## config.mk

```make
export PLATFORM = sky130hd
export DESIGN_NAME = nor_logic_unit
export DESIGN_NICKNAME = d
export VERILOG_FILES = /design/src/rtl/nor_logic_unit.sv
export SDC_FILE = /design/constraint.sdc
export NUM_CORES = 1
export LEC_CHECK = 0
export ABC_AREA = 1
export BUFFER_PORTS_ARGS = -buffer_cell sky130_fd_sc_hd__buf_2
export CAP_MARGIN = 20
export CORE_MARGIN = 2
export CORE_UTILIZATION = 23
export CTS_CLUSTER_DIAMETER = 150
export DETAILED_ROUTE_END_ITERATION = 8
export PLACE_DENSITY = 0.41
export SETUP_SLACK_MARGIN = 0.5
export SKIP_CTS_REPAIR_TIMING = 1
export SLEW_MARGIN = 40
export SYNTH_ARGS = -nofsm -noshare
export SYNTH_HDL_FRONTEND = slang
export SYNTH_SLANG_ARGS = --single-unit
```

## constraint.sdc

```tcl
create_clock -name clk -period 0.97 [get_ports clk]
set_input_delay 0.097 -clock clk [delete_from_list [all_inputs] [get_ports clk]]
set_output_delay 0.097 -clock clk [all_outputs]
set_load 0.1 [all_outputs]
```

## src/rtl/nor_logic_unit.sv

```systemverilog
// Registered WIDTH-bit logic unit built from 2-input NOR gates, with a valid/ready handshake.
// Built-in self-test is compiled in only when NOR_LU_SELFTEST_EN is defined.

module nor_gate (
  input  logic a,
  input  logic b,
  output logic y
);
  assign y = ~(a | b);
endmodule

module nor_logic_unit #(
  parameter int unsigned WIDTH     = 8,
  parameter int unsigned ST_CYCLES = 28
) (
  input  logic             clk,
  input  logic             rst_n,
  input  logic             in_valid,
  output logic             in_ready,
  input  logic [WIDTH-1:0] a,
  input  logic [WIDTH-1:0] b,
  input  logic [2:0]       op,
  output logic             out_valid,
  input  logic             out_ready,
  output logic [WIDTH-1:0] y,
  output logic             op_err,
  input  logic             st_start,
  output logic             st_busy,
  output logic             st_done,
  output logic             st_pass
);

  logic [WIDTH-1:0] net_a, net_b;
  logic [2:0]       net_op;
  logic [WIDTH-1:0] r_or, r_and, r_nand, r_xor, r_xnor, r_nor, r_not;
  logic [WIDTH-1:0] net_res;
  logic             accept;

  for (genvar i = 0; i < WIDTH; i++) begin : g_bit
    logic or_t;
    logic and_na, and_nb;
    logic nand_na, nand_nb, nand_t;
    logic xor_t1, xor_t2, xor_t3, xor_t4;
    logic xn_t1, xn_t2, xn_t3;

    nor_gate u_nor  (.a(net_a[i]), .b(net_b[i]), .y(r_nor[i]));

    nor_gate u_or0  (.a(net_a[i]), .b(net_b[i]), .y(or_t));
    nor_gate u_or1  (.a(or_t),     .b(or_t),     .y(r_or[i]));

    nor_gate u_and0 (.a(net_a[i]), .b(net_a[i]), .y(and_na));
    nor_gate u_and1 (.a(net_b[i]), .b(net_b[i]), .y(and_nb));
    nor_gate u_and2 (.a(and_na),   .b(and_nb),   .y(r_and[i]));

    nor_gate u_nand0 (.a(net_a[i]), .b(net_a[i]), .y(nand_na));
    nor_gate u_nand1 (.a(net_b[i]), .b(net_b[i]), .y(nand_nb));
    nor_gate u_nand2 (.a(nand_na),  .b(nand_nb),  .y(nand_t));
    nor_gate u_nand3 (.a(nand_t),   .b(nand_t),   .y(r_nand[i]));

    // XNOR core: x4 = (a & b) | (~a & ~b); XOR inverts it with one more gate
    nor_gate u_xor0 (.a(net_a[i]), .b(net_b[i]), .y(xor_t1));
    nor_gate u_xor1 (.a(net_a[i]), .b(xor_t1),   .y(xor_t2));
    nor_gate u_xor2 (.a(net_b[i]), .b(xor_t1),   .y(xor_t3));
    nor_gate u_xor3 (.a(xor_t2),   .b(xor_t3),   .y(xor_t4));
    nor_gate u_xor4 (.a(xor_t4),   .b(xor_t4),   .y(r_xor[i]));

    nor_gate u_xn0  (.a(net_a[i]), .b(net_b[i]), .y(xn_t1));
    nor_gate u_xn1  (.a(net_a[i]), .b(xn_t1),    .y(xn_t2));
    nor_gate u_xn2  (.a(net_b[i]), .b(xn_t1),    .y(xn_t3));
    nor_gate u_xn3  (.a(xn_t2),    .b(xn_t3),    .y(r_xnor[i]));

    nor_gate u_not  (.a(net_a[i]), .b(net_a[i]), .y(r_not[i]));
  end

  always_comb begin
    net_res = '0;
    case (net_op)
      3'd0:    net_res = r_or;
      3'd1:    net_res = r_and;
      3'd2:    net_res = r_nand;
      3'd3:    net_res = r_xor;
      3'd4:    net_res = r_xnor;
      3'd5:    net_res = r_nor;
      3'd6:    net_res = r_not;
      default: net_res = '0;
    endcase
  end

  assign in_ready = !st_busy && (!out_valid || out_ready);
  assign accept   = in_valid && in_ready;

  // The network is driven by the external operands whenever the self-test is not running,
  // so the op_err decode always uses the external op.
  always_ff @(posedge clk or negedge rst_n) begin
    if (!rst_n) begin
      y         <= '0;
      op_err    <= 1'b0;
      out_valid <= 1'b0;
    end else if (accept) begin
      y         <= net_res;
      op_err    <= (op == 3'd7);
      out_valid <= 1'b1;
    end else if (out_ready) begin
      op_err    <= 1'b0;
      out_valid <= 1'b0;
    end
  end

`ifdef NOR_LU_SELFTEST_EN
  typedef enum logic [1:0] {ST_IDLE, ST_RUN, ST_DONE} st_state_t;

  localparam int unsigned CNT_W = 5;

  st_state_t        state;
  logic [CNT_W-1:0] cnt;
  logic [WIDTH-1:0] st_a, st_b, ref_res;

  assign st_a   = {WIDTH{cnt[1]}};
  assign st_b   = {WIDTH{cnt[0]}};
  assign net_a  = (state == ST_RUN) ? st_a : a;
  assign net_b  = (state == ST_RUN) ? st_b : b;
  assign net_op = (state == ST_RUN) ? cnt[4:2] : op;

  always_comb begin
    ref_res = '0;
    case (cnt[4:2])
      3'd0:    ref_res = st_a | st_b;
      3'd1:    ref_res = st_a & st_b;
      3'd2:    ref_res = ~(st_a & st_b);
      3'd3:    ref_res = st_a ^ st_b;
      3'd4:    ref_res = ~(st_a ^ st_b);
      3'd5:    ref_res = ~(st_a | st_b);
      3'd6:    ref_res = ~st_a;
      default: ref_res = '0;
    endcase
  end

  always_ff @(posedge clk or negedge rst_n) begin
    if (!rst_n) begin
      state   <= ST_IDLE;
      cnt     <= '0;
      st_busy <= 1'b0;
      st_done <= 1'b0;
      st_pass <= 1'b0;
    end else begin
      case (state)
        ST_IDLE: begin
          if (st_start && !out_valid) begin
            state   <= ST_RUN;
            cnt     <= '0;
            st_busy <= 1'b1;
            st_done <= 1'b0;
            st_pass <= 1'b1;
          end
        end
        ST_RUN: begin
          if (net_res != ref_res) st_pass <= 1'b0;
          if (cnt == CNT_W'(ST_CYCLES - 1)) begin
            state   <= ST_DONE;
            st_busy <= 1'b0;
            st_done <= 1'b1;
          end else begin
            cnt <= cnt + 1'b1;
          end
        end
        ST_DONE: state <= ST_IDLE;
        default: state <= ST_IDLE;
      endcase
    end
  end
`else
  logic unused_st;

  assign net_a     = a;
  assign net_b     = b;
  assign net_op    = op;
  assign st_busy   = 1'b0;
  assign st_done   = 1'b0;
  assign st_pass   = 1'b0;
  assign unused_st = st_start ^ (ST_CYCLES == 0);
`endif

endmodule
```

==> results_dict.tcl <==
set metrics [dict create \
    status "finished, violations left" \
    violations "negative hold slack, negative setup slack" \
    ys_seq_area_share_pct 18.3 \
    leakage_uw 0.00117 \
    p_comb_share_pct 57.1 \
    num_vias 1499 \
    dp_hpwl_um 2960 \
    pwr-share-clk_pct 19.9 \
    clock_latency_ps 230 \
    routabilityCongestion 0.818 \
    routed_wl_um 3740 \
    finalInstanceArea_um2 2080 \
    grt_pass1_wl_um 6200 \
    drv_cap 0 \
    clock_path_buffers 2 \
    yosys-top-cells-count "nand2_1 (59), inv_1 (35), nand4_1 (32)" \
    diodes 0 \
    synthXorXnorAreaFrac_pct 0 \
    reg2reg_from "out_valid$_DFFE_PN0P_" \
    synth_top_family_by_area "simple AND/OR/NAND/NOR gates" \
    end_kind "output port" \
    cts-root-buf "clkbuf_8" \
    cts_tree "built" \
    clkTransAtPathRegs_ps 50 \
    overflow 0 \
    coreArea_um2 5850 \
    slowest_stage "dfrtp_4" \
    final_hold_viol_count 10 \
    postSynthAreaPerCell_um2 6.34 \
    yosysMostFrequentCell "nand2_1" \
    hold_slack_ps -276 \
    cpLargestDelayFamily "flip-flops" \
    cp_num_buf_inv 2 \
    hp-class "in2async" \
    crit_chain "nand2_8, buf_6, buf_12" \
    yosys.area.top_type_share_pct 18.3 \
    drive_gt1_share_pct 33.2 \
    synth-compound-area-share_pct 0.365 \
    antenna_found_initial 0 \
    yosysWarnings 0 \
    netlist_area_um2 1370 \
    min_period_ps 1160 \
    dpl_cell_area_um2 1950 \
    synth_top_flop_cell "dfrtp_1" \
    syn_inst 216 \
    cts_max_level 1 \
    crit_type "reg2out" \
    skew_ps 2.57 \
    critPathMaxFanout 2 \
    start_util_pct 23.4 \
    cts_buffers 3 \
    drt_iter0_drc 62 \
    arrival_ps 1070 \
    io_buffers 33 \
    synth_top_area_cell "dfrtp_1" \
    grt_usage_pct 12.1 \
    timing.final.ws_setup_ps -194 \
    vias_per_cell 4.37 \
    r2r_cells 5 \
    power_frac_seq_pct 23.0 \
    finalMaxSlewViolations 0 \
    switching_share_pct 45.2 \
    area_delta_synth_final_pct 51.5 \
    p_int_uw 1430 \
    rsz0062_at_grt "true" \
    yosys.area_share.adder_pct 14.6 \
    chipHeight_um 81.2 \
    rows 28 \
    max_stage_delay_ps 500 \
    synth-simple-area-share_pct 46.7 \
    setup_viol_count_final 20 \
    wl_per_cell_um 10.9 \
    synth-edff-count 0 \
    ios 38 \
    worst_ep_required_time_ps 870 \
    muxShareOfSynthArea_pct 0 \
    nets 309 \
    async_flop_share_pct 100 \
    start_kind "register" \
    ant_nets 0 \
    switchingPower_uw 1180 \
    die_area_um2 6590 \
    grt_max_degree 26 \
    yosys-top-cells-area "dfrtp_1 (18%), nand2_1 (16%), ha_1 (15%), nand4_1 (15%), inv_1 (9.6%)" \
    ys_types 17 \
    drt_pass1_iterations 4 \
    cts_sinks 10 \
    worst-r2r-setup-slack_ps -110 \
    drc 0 \
    grt_pass1_vias 1379 \
    rr_endpoint "y[1]$_DFFE_PN0P_" \
    fmax_ghz 0.859 \
    power_density_nw_per_um2 1260 \
    ir_drop_uv 887 \
    crit_cells 3 \
    synth.ff_latch_count 10 \
    period_share_pct 120 \
    die_w_um 81.2 \
]
[metrics by stage]
stage / setup TNS, ps / setup slack [ps] / util [%] / total power, uW / instances
after floorplan: -3170 / -322 / - / 1520 / 218
after global placement: -873 / -118 / 33.4 / 2050 / 336
after detailed placement: -975 / -143 / 33.4 / 2060 / 336
after CTS: -1260 / -222 / 34.3 / 2590 / 340
after global routing: -1980 / -228 / 35.5 / 2750 / 343
final: -1210 / -194 / 35.5 / 2610 / 343
[routing by layer]
metal / global-route usage [%] / share of wire (%)
met1: 16.4 / 46
met3: 2.33 / 4.6
met2: 20.1 / 48
met5: 0 / 0
met4: 2.20 / 1.0
[power groups by stage]
stage / clock network, uW / registers [uW] / logic, uW
5_1_grt: 558 / 609 / 1590
3_3_place_gp: 0 / 612 / 1440
3_5_place_dp: 0 / 610 / 1450
2_1_floorplan: 0 / 1060 / 463
4_1_cts: 532 / 603 / 1450
6_report: 518 / 601 / 1490
[state kept, by name, indices dropped and copies added (netlist names)]
register,flops
y,8
out_valid,1
op_err,1
[worst max path at each step]
stage,start,to,slack [ps]
4_1_cts,out_valid$_DFFE_PN0P_,in_ready,-220
3_5_place_dp,a[3],y[3]$_DFFE_PN0P_,-140
2_1_floorplan,out_valid$_DFFE_PN0P_,y[0]$_DFFE_PN0P_,-320
6_report,out_valid$_DFFE_PN0P_,in_ready,-190
3_3_place_gp,a[7],y[7]$_DFFE_PN0P_,-120
5_1_grt,out_valid$_DFFE_PN0P_,in_ready,-230
[layout make-up]
type                       instances  area, um^2
clock buffer                       4        55.1
fill                             618        3770
inverter                          37         148
multi-input combinational        156         897
sequential                        10         288
tap                               75        93.8
timing repair buffer              61         594
[cell usage in the layout, fill, tap and decap left out, drive strengths merged]
master     n
clkinvlp   1
conb       3
nand2     60
nor2      26
nand4     32
clkbuf     5
inv       36
o21ai      1
buf       60
ha        16
nand3     18
dfrtp     10
[logic make-up after synthesis]
group,count (synthesis)
AND/OR/NAND/NOR,136
adder cells (fa/ha/maj),16
flip-flops,10
buffers and inverters,52
AO/OA/AOI/OAI,1
other,1
No activity file was read; power rests on OpenSTA's default activity.
